$ cat config.mk
export PLATFORM = sky130hd
export DESIGN_NAME = jk_bank_driver
export DESIGN_NICKNAME = d
export VERILOG_FILES = /design/src/rtl/jk_bank_driver_pkg.sv /design/src/rtl/jk_bank_driver_inc_mask.sv /design/src/rtl/jk_bank_driver.sv
export SDC_FILE = /design/constraint.sdc
export NUM_CORES = 1
export LEC_CHECK = 0
export ABC_AREA = 1
export BUFFER_PORTS_ARGS = -buffer_cell sky130_fd_sc_hd__buf_2
export CAP_MARGIN = 20
export CORE_ASPECT_RATIO = 1.1
export CORE_MARGIN = 5
export CORE_UTILIZATION = 35
export DETAILED_ROUTE_END_ITERATION = 12
export GPL_ROUTABILITY_DRIVEN = 1
export PLACE_DENSITY = 0.56
export SYNTH_ARGS = -nofsm -noshare
export SYNTH_HDL_FRONTEND = slang
export SYNTH_SLANG_ARGS = --single-unit
$ cat constraint.sdc
create_clock -name clock -period 1.35 [get_ports clock]
set_input_delay 0.0675 -clock clock [delete_from_list [all_inputs] [get_ports clock]]
set_output_delay 0.0675 -clock clock [all_outputs]
set_load 0.01 [all_outputs]
$ cat src/rtl/jk_bank_driver_pkg.sv
`default_nettype none
// ============================================================================
// Module      : jk_bank_driver_pkg
// Description : Shared constants for the JK bank driver: 3-bit controller
//               state encoding and request mode encoding.
// Revision    : 1.0 - initial release
// ============================================================================
package jk_bank_driver_pkg;

    // Controller state encoding
    localparam logic [2:0] c_st_idle   = 3'd0;
    localparam logic [2:0] c_st_check  = 3'd1;
    localparam logic [2:0] c_st_drive  = 3'd2;
    localparam logic [2:0] c_st_settle = 3'd3;
    localparam logic [2:0] c_st_done   = 3'd4;

    // Request modes
    localparam logic c_mode_count  = 1'b0;
    localparam logic c_mode_direct = 1'b1;

endpackage : jk_bank_driver_pkg
`default_nettype wire

$ cat src/rtl/jk_bank_driver_inc_mask.sv
`default_nettype none
// ============================================================================
// Module      : jk_inc_mask
// Description : Combinational toggle mask for incrementing a JK bank by one.
//               Bit i is set iff every lower bit of q is 1 (bit 0 always set),
//               so driving J=K=mask toggles exactly the bits an increment
//               changes. An all-ones word yields an all-ones mask (wrap to 0).
// Revision    : 1.0 - initial release
// Ports       : q    in  N  current bank word
//               mask out N  toggle mask
// ============================================================================
module jk_inc_mask #(
    parameter int N = 4
) (
    input  logic [N-1:0] q,
    output logic [N-1:0] mask
);

    logic [N-1:0] w_carry;
    // The MSB never feeds a higher carry; keep it named so it is visibly dropped.
    logic         w_unused_msb;

    assign w_carry[0]   = 1'b1;
    assign w_unused_msb = q[N-1];

    // Prefix-AND ripple: carry into bit i is the AND of all bits below it.
    for (genvar gi = 1; gi < N; gi++) begin : g_chain
        assign w_carry[gi] = w_carry[gi-1] & q[gi-1];
    end

    assign mask = w_carry;

endmodule : jk_inc_mask
`default_nettype wire

$ cat src/rtl/jk_bank_driver.sv
`default_nettype none
// ============================================================================
// Module      : jk_bank_driver
// Description : Drives the J/K inputs of a bank of N JK flip-flops until the
//               bank word equals a requested target. A request is accepted
//               with an rfd/dav_ handshake, then the bank is either counted
//               up one step per drive (COUNT) or loaded in one shot (DIRECT).
//               Each drive is CHECK -> DRIVE -> SETTLE, so J/K are asserted
//               for exactly one cycle and the bank holds otherwise.
// Revision    : 1.0 - initial release
// Ports       : clock  in   1    system clock (posedge)
//               reset_ in   1    asynchronous active-low reset
//               dav_   in   1    request valid while low
//               target in   N    requested bank value (sampled with dav_)
//               mode   in   1    0 = COUNT, 1 = DIRECT
//               q      in   N    bank outputs (feedback)
//               rfd    out  1    ready for data (IDLE only)
//               j      out  N    J drive, registered
//               k      out  N    K drive, registered
//               done   out  1    request completed, held until dav_ high
//               err    out  1    finished without a match (step limit)
//               steps  out  N+1  drive cycles issued for this request
// ============================================================================
module jk_bank_driver
    import jk_bank_driver_pkg::*;
#(
    parameter int N = 4
) (
    input  logic         clock,
    input  logic         reset_,
    input  logic         dav_,
    input  logic [N-1:0] target,
    input  logic         mode,
    input  logic [N-1:0] q,
    output logic         rfd,
    output logic [N-1:0] j,
    output logic [N-1:0] k,
    output logic         done,
    output logic         err,
    output logic [N:0]   steps
);

    // 2^N drives is enough to visit every bank value in COUNT mode; hitting
    // it without a match means the bank is not following its drive.
    localparam logic [N:0] c_step_limit = {1'b1, {N{1'b0}}};
    localparam logic [N:0] c_step_one   = {{N{1'b0}}, 1'b1};

    logic [2:0]   r_state,  w_state_nxt;
    logic [N-1:0] r_target, w_target_nxt;
    logic         r_mode,   w_mode_nxt;
    logic [N:0]   r_steps,  w_steps_nxt;
    logic [N-1:0] r_j,      w_j_nxt;
    logic [N-1:0] r_k,      w_k_nxt;
    logic         r_rfd,    w_rfd_nxt;
    logic         r_done,   w_done_nxt;
    logic         r_err,    w_err_nxt;
    logic [N-1:0] w_mask;

    jk_inc_mask #(
        .N    (N)
    ) u_inc_mask (
        .q    (q),
        .mask (w_mask)
    );

    // ------------------------------------------------------------------
    // Next-state and next-output logic
    // ------------------------------------------------------------------
    always_comb begin
        w_state_nxt  = r_state;
        w_target_nxt = r_target;
        w_mode_nxt   = r_mode;
        w_steps_nxt  = r_steps;
        w_rfd_nxt    = r_rfd;
        w_done_nxt   = r_done;
        w_err_nxt    = r_err;
        // J/K default to hold; only the CHECK->DRIVE transition loads them.
        w_j_nxt      = '0;
        w_k_nxt      = '0;

        unique case (r_state)
            c_st_idle: begin
                if (!dav_) begin
                    w_target_nxt = target;
                    w_mode_nxt   = mode;
                    w_steps_nxt  = '0;
                    w_rfd_nxt    = 1'b0;
                    w_state_nxt  = c_st_check;
                end
            end

            c_st_check: begin
                if (q == r_target) begin
                    w_done_nxt  = 1'b1;
                    w_err_nxt   = 1'b0;
                    w_state_nxt = c_st_done;
                end else if (r_steps == c_step_limit) begin
                    w_done_nxt  = 1'b1;
                    w_err_nxt   = 1'b1;
                    w_state_nxt = c_st_done;
                end else begin
                    if (r_mode == c_mode_direct) begin
                        w_j_nxt = r_target;
                        w_k_nxt = ~r_target;
                    end else begin
                        w_j_nxt = w_mask;
                        w_k_nxt = w_mask;
                    end
                    w_steps_nxt = r_steps + c_step_one;
                    w_state_nxt = c_st_drive;
                end
            end

            // Bank samples J/K at the edge ending this state.
            c_st_drive: begin
                w_state_nxt = c_st_settle;
            end

            c_st_settle: begin
                w_state_nxt = c_st_check;
            end

            // A request only completes once dav_ is released, so a held
            // dav_ cannot retrigger.
            c_st_done: begin
                if (dav_) begin
                    w_done_nxt  = 1'b0;
                    w_err_nxt   = 1'b0;
                    w_rfd_nxt   = 1'b1;
                    w_state_nxt = c_st_idle;
                end
            end

            default: begin
                w_done_nxt  = 1'b0;
                w_err_nxt   = 1'b0;
                w_rfd_nxt   = 1'b1;
                w_state_nxt = c_st_idle;
            end
        endcase
    end

    // ------------------------------------------------------------------
    // State and output registers
    // ------------------------------------------------------------------
    always_ff @(posedge clock or negedge reset_) begin
        if (!reset_) begin
            r_state  <= c_st_idle;
            r_target <= '0;
            r_mode   <= c_mode_count;
            r_steps  <= '0;
            r_j      <= '0;
            r_k      <= '0;
            r_rfd    <= 1'b1;
            r_done   <= 1'b0;
            r_err    <= 1'b0;
        end else begin
            r_state  <= w_state_nxt;
            r_target <= w_target_nxt;
            r_mode   <= w_mode_nxt;
            r_steps  <= w_steps_nxt;
            r_j      <= w_j_nxt;
            r_k      <= w_k_nxt;
            r_rfd    <= w_rfd_nxt;
            r_done   <= w_done_nxt;
            r_err    <= w_err_nxt;
        end
    end

    assign rfd   = r_rfd;
    assign j     = r_j;
    assign k     = r_k;
    assign done  = r_done;
    assign err   = r_err;
    assign steps = r_steps;

endmodule : jk_bank_driver
`default_nettype wire

==> results.yml, run 1 <==
detailed_routing:
  ant_nets: 0
  drc: 0
  post_drt_via_cell_ratio: 4.702
  detail_route.wl_per_cell_um: 11.72
  drtPass1Iterations: 4
  routed_wl_mm: 2.906
  first_iter_violations: 25
  vias: 1166
timing:
  max-slew-margin-rel_pct: 64.38
  tightest_slew_ns: 0.5343
  clock.fmax_mhz: 752.1
  clock_skew_ns: 0.005142
  period_needed_ns: 1.330
  hold_slack_ns: 0.02802
  fin_crit_sh_pct: 98.49
  final.setup.worst_slack_ns: 0.02039
  rsz0062_at_grt: "true"
  setup_viol: 0
  report.final.slew_viol_count: 0
  hold_viol: 0
  fin_setup_tns_ns: 0
cts:
  clockBufferDepth: 2
  cts_made_buffers: 3
  cts_root_buffer: "clkbuf_4"
  insertion_delay_ns: 0.32
  htree_num_levels: 1
  cts_tree: "yes"
  cts.clk_slew.worst_paths_ns: 0.14
  cts.sinks: 24
grt:
  grt_pass1_wl_mm: 4.740
  antenna_found_initial: 0
  grt_start_max_net_pins: 25
  grt-ovfl-total: 0
  grt_pass1_vias: 1111
  track_usage_pct: 12.70
die:
  die_w_um: 65.97
  core_area_mm2: 0.003331
  ios: 28
  num_rows: 22
  die-height_um: 71.57
  initial_utilization_pct: 36.21
  die_area_mm2: 0.004721
run_status:
  status: "finished, final reports clean"
critical_path:
  cp-start-kind: "register"
  arrival_ns: 1.58
  cp-end-kind: "register"
  worstSetupPathType: "register to register"
  cp_max_fo: 8
  cp.required_ns: 1.60
cells_and_area:
  layout_commonest_cell: "nand2_1"
  area_growth_pct: 37.86
  mostFrequentLayoutCells: "nand2_1, buf_2, dfrtp_1"
  final_util_pct: 49.92
  diodes: 0
  nNetsFinal: 215
  finalNonFillerCells: 248
  drive_above_1_share_pct: 37.00
  finalInstanceArea_mm2: 0.001663
run:
  drv_cap: 0
placed_design:
  dpl_cell_area_mm2: 0.001419
  io_buffers: 27
  post-place-cells: 229
  place_hpwl_mm: 2.007
  pre_cts_ws_ns: 0.009422
  gp_congestion: 0.8182
yosys:
  yosysWarningCount: 0
  synth_fp_nets: 165
  syn_inst: 151
  ys_seq_area_share_pct: 49.90
  synth_seq_cells: 24
  netlist-cell-type-count: 21
  syn_area_per_cell_um2: 7.988
  synthesis.area_mm2: 0.001206
power_and_ir_drop:
  max-vdd-ir-drop_mv: 0.9567
  power_mw: 3.612
  power.density_mw_per_mm2: 2172
  leakagePower_nw: 0.8910
min_path:
  hp-class: "input pin to register"
-- cell families (layout without fill, tap and decap cells) --
kind of cell | after synthesis | after routing | synth area share [%]
adders and majority gates | 2 | 2 | 2.074
AOI/OAI and AO/OA | 15 | 15 | 6.224
buffers and inverters | 22 | 71 | 7.986
xor gates and xnor gates | 1 | 1 | 0.7263
and+or+nand+nor | 87 | 87 | 33.09
DFF | 24 | 24 | 49.90
-- per-layer routing --
layer	wire length [um]	track usage, %
met1	1274	16.18
met2	1469	21.38
met3	109	2.194
met4	53	4.740
met5	0	0
-- final cells by class --
cell class | instances | area [um2]
Timing Repair Buffer | 47 | 311.5
Tap cell | 48 | 60.06
Inverter | 20 | 77.57
Clock buffer | 3 | 22.52
Sequential cell | 24 | 604.3
Clock inverter | 1 | 30.03
Fill cell | 339 | 1668
Multi-Input combinational cell | 105 | 556.8
-- flip-flops by register name, indices dropped and copies added (netlist names) --
| signal | cells |
|---|---|
| steps | 5 |
| j | 4 |
| k | 4 |
| r_target | 4 |
| r_state | 3 |
| done | 1 |
| err | 1 |
| r_mode | 1 |
| rfd | 1 |
-- path summary, 6_finish.rpt --
kind,start,to,slack [ns],cells after the start
setup / recovery,steps[0],j[3],0.02,6
hold / removal,q[0],j[1],0.03,3
setup reg to reg,steps[0],j[3],0.02,6
hold reg to reg,done,done,0.48,2
max in group asynchronous,reset_,r_mode,0.73,2
min in group asynchronous,reset_,k[1],0.24,2
-- synth_stat cells, drive strengths merged --
cell | number | area share [%]
a21oi | 5 | 2.1
buf | 2 | 1.7
clkinv | 1 | 0.41
dfrtp | 23 | 48
dfstp | 1 | 2.2
ha | 2 | 2.1
inv | 19 | 5.9
nand2 | 46 | 15
nand3 | 14 | 7.7
nand4 | 6 | 3.1
nor2 | 19 | 6.7
nor3 | 2 | 0.83
o21ai | 10 | 4.1
xnor2 | 1 | 0.73
-- power breakdown --
group          total, mW  leakage, nW  switching, mW  internal [mW]
registers           1.20        0.308          0.198           1.01
clock network      0.530       0.0279          0.229          0.300
logic               1.88        0.555           1.10          0.784
-- what timing repair did --
item,in CTS,in global routing
setup endpoints to repair,1,20
gates resized for setup,0,26
pin swaps,0,5
hold buffers,6,0
buffers inserted,0,9
endpoints found under the hold margin,28,0
-- critical path: stages (launching register included) --
cell and delay, ns:
dfrtp_1 0.43, inv_1 0.06, ha_1 0.21, nand3_2 0.11
nand3_4 0.13, buf_6 0.17, nor3_1 0.14
(Power assumes the default switching activity.)
==> run 2, diff against run 1 <==
Settings changed: PLACE_DENSITY 0.56 to 0.55, SYNTH_HIERARCHICAL set to 1.
==> run 2 against run 1 <==
Synthesized cell count grew 6.6%. Routed wire length grew 0.31%. Cell area grew 1.2%. Critical path depth grew 1. Worst setup slack gained 0.067 ns. Maximum frequency grew 5.3%. Sequential power is essentially flat. Total power grew 2.1%. Combinational power is essentially flat. Count of clock-buffer cells in the layout is the same. Synthesized area grew 8.6%. Critical endpoint is now steps[4]. Highest routed layer unchanged.
==> results.yml, run 2 <==
timing:
  max-slew-margin-rel_pct: 64.70
  fin_crit_sh_pct: 93.51
  final.setup.worst_slack_ns: 0.08759
  setup_viol: 0
  hold_viol: 0
  fin_setup_tns_ns: 0
  tightest_slew_ns: 0.5295
  period_needed_ns: 1.262
  report.final.slew_viol_count: 0
  clock.fmax_mhz: 792.1
  clock_skew_ns: 0.003234
yosys:
  synth_top_area_share_pct: 43.94
  syn_area_per_cell_um2: 8.137
  yosysWarningCount: 6
  synth_seq_cells: 24
  synthArstFlopShare_pct: 100.0
  synth_common_cells: "nand2_1, dfrtp_1, inv_1, nor2_1, nand3_1"
  synth.largest_area_cell: "dfrtp_1"
  synth_edf_count: 0
  synth_fp_nets: 175
  ys_seq_area_share_pct: 45.94
  ys.flop_type: "dfrtp_1"
  syn_inst: 161
  synth_top_cells_by_area: "dfrtp_1, nand2_1, inv_1"
  yosysMostFrequentCell: "nand2_1"
  synthesis.area_mm2: 0.001310
  netlist-cell-type-count: 23
critical_path:
  crit_buf_inv: 2
  cp-start-kind: "register"
  arrival_ns: 1.47
  ff2ff_path_depth: 7
  cp-end-kind: "register"
  path_depth: 7
  slowest_delay_ns: 0.43
  slowest_stage: "dfrtp_1"
  crit_family: "flip-flops"
  cp_max_fo: 5
  worstSetupPathType: "register to register"
  path_cells: "inv_1, ha_2, nand3_4, buf_4, nand3_2, nand3_1, nand2_1"
  cp.required_ns: 1.56
power_and_ir_drop:
  power.density_mw_per_mm2: 2191
  power_mw: 3.687
  max-vdd-ir-drop_mv: 1.014
  leakagePower_nw: 0.8947
cells_and_area:
  layout_commonest_cell: "nand2_1"
  mostFrequentLayoutCells: "nand2_1, buf_2, dfrtp_1"
  finalInstanceArea_mm2: 0.001683
  diodes: 0
  largest_register_ffs: 5
  finalNonFillerCells: 251
  drive_above_1_share_pct: 37.31
  area_growth_pct: 28.46
  nNetsFinal: 216
detailed_routing:
  vias: 1142
  ant_nets: 0
  drc: 0
  post_drt_via_cell_ratio: 4.550
  drtPass1Iterations: 4
  first_iter_violations: 35
  routed_wl_mm: 2.915
  detail_route.wl_per_cell_um: 11.61
grt:
  antenna_found_initial: 0
  track_usage_pct: 12.39
  grt-ovfl-total: 0
  grt_pass1_wl_mm: 4.836
  grt_pass1_vias: 1120
  grt_start_max_net_pins: 25
run:
  drv_cap: 0
die:
  ios: 28
  die_w_um: 68.33
  die-height_um: 74.17
  initial_utilization_pct: 36.13
  core_area_mm2: 0.003626
  die_area_mm2: 0.005068
  num_rows: 23
cts:
  insertion_delay_ns: 0.27
  cts_root_buffer: "clkbuf_8"
  clockBufferDepth: 2
  cts_made_buffers: 3
  htree_num_levels: 1
  cts.sinks: 24
  cts_tree: "yes"
  cts.clk_slew.worst_paths_ns: 0.09
min_path:
  hp-class: "input pin to register"
  min_path_cells: 3
run_status:
  status: "finished, final reports clean"
placed_design:
  post-place-cells: 240
  gp_congestion: 0.7749
  dpl_cell_area_mm2: 0.001515
  place_hpwl_mm: 2.233
  pre_cts_ws_ns: -0.009866
  io_buffers: 27
==> run 2: final cells by class <==
class | instances | area [um2]
multi-input combinational | 112 | 613.1
fill | 386 | 1943
clock buffer | 3 | 41.29
inverter | 21 | 83.83
clock inverter | 1 | 30.03
tap | 50 | 62.56
timing repair buffer | 40 | 247.7
sequential | 24 | 604.3
==> run 2: per-layer routing <==
metal / part of all wire [%] / up-vias / wire [um] / GRT usage [%]
li1: - / 584 / - / -
met1: 42 / 527 / 1214 / 15.22
met2: 52 / 25 / 1515 / 22.06
met3: 4.7 / 6 / 137 / 2.266
met4: 1.6 / 0 / 46 / 3.311
met5: 0 / - / 0 / 0
==> run 2: logic make-up after synthesis <==
group	after synthesis	share of synthesized area, %
other	1	0.2863
flip-flops	24	45.94
AO/OA/AOI/OAI	16	7.450
buffers and inverters	26	9.933
AND/OR/NAND/NOR	92	34.48
adder cells (fa/ha/maj)	2	1.910
==> run 2: what timing repair did <==
item | in CTS | in global routing
gates cloned | 0 | 1
gates resized for setup | 0 | 9
buffers inserted | 2 | 3
endpoints found under the setup margin | 3 | 17
endpoints found under the hold margin | 23 | 0
pin swaps | 1 | 2
hold buffers | 1 | 0
==> run 2: path summary, 6_finish.rpt <==
| kind | start | endpoint | slack (ns) |
|---|---|---|---|
| max | steps[1] | steps[4] | 0.09 |
| min | target[3] | r_target[3] | 0.006 |
| max reg2reg | steps[1] | steps[4] | 0.09 |
| min reg2reg | err | err | 0.48 |
| max in group asynchronous | reset_ | steps[0] | 0.66 |
| min in group asynchronous | reset_ | r_target[2] | 0.31 |
==> run 2: stage by stage <==
step           util (%)  hold WS (ns)
2_1_floorplan         -       -0.2281
3_3_place_gp      41.79       0.07149
3_5_place_dp      41.79       0.08713
4_1_cts           44.79      0.001361
5_1_grt           46.41     0.0002926
6_report          46.41      0.006402
==> run 2: where the power goes <==
group / internal (mW) / leakage, nW / switching (mW)
clock network: 0.396 / 0.0357 / 0.239
logic: 0.753 / 0.549 / 1.10
registers: 1.01 / 0.310 / 0.188
total: 2.16 / 0.895 / 1.53
==> run 2: tightest hold or removal path: stages <==
cell	delay, ns
buf_2	0.07
nand2_1	0.04
o21ai_0	0.06
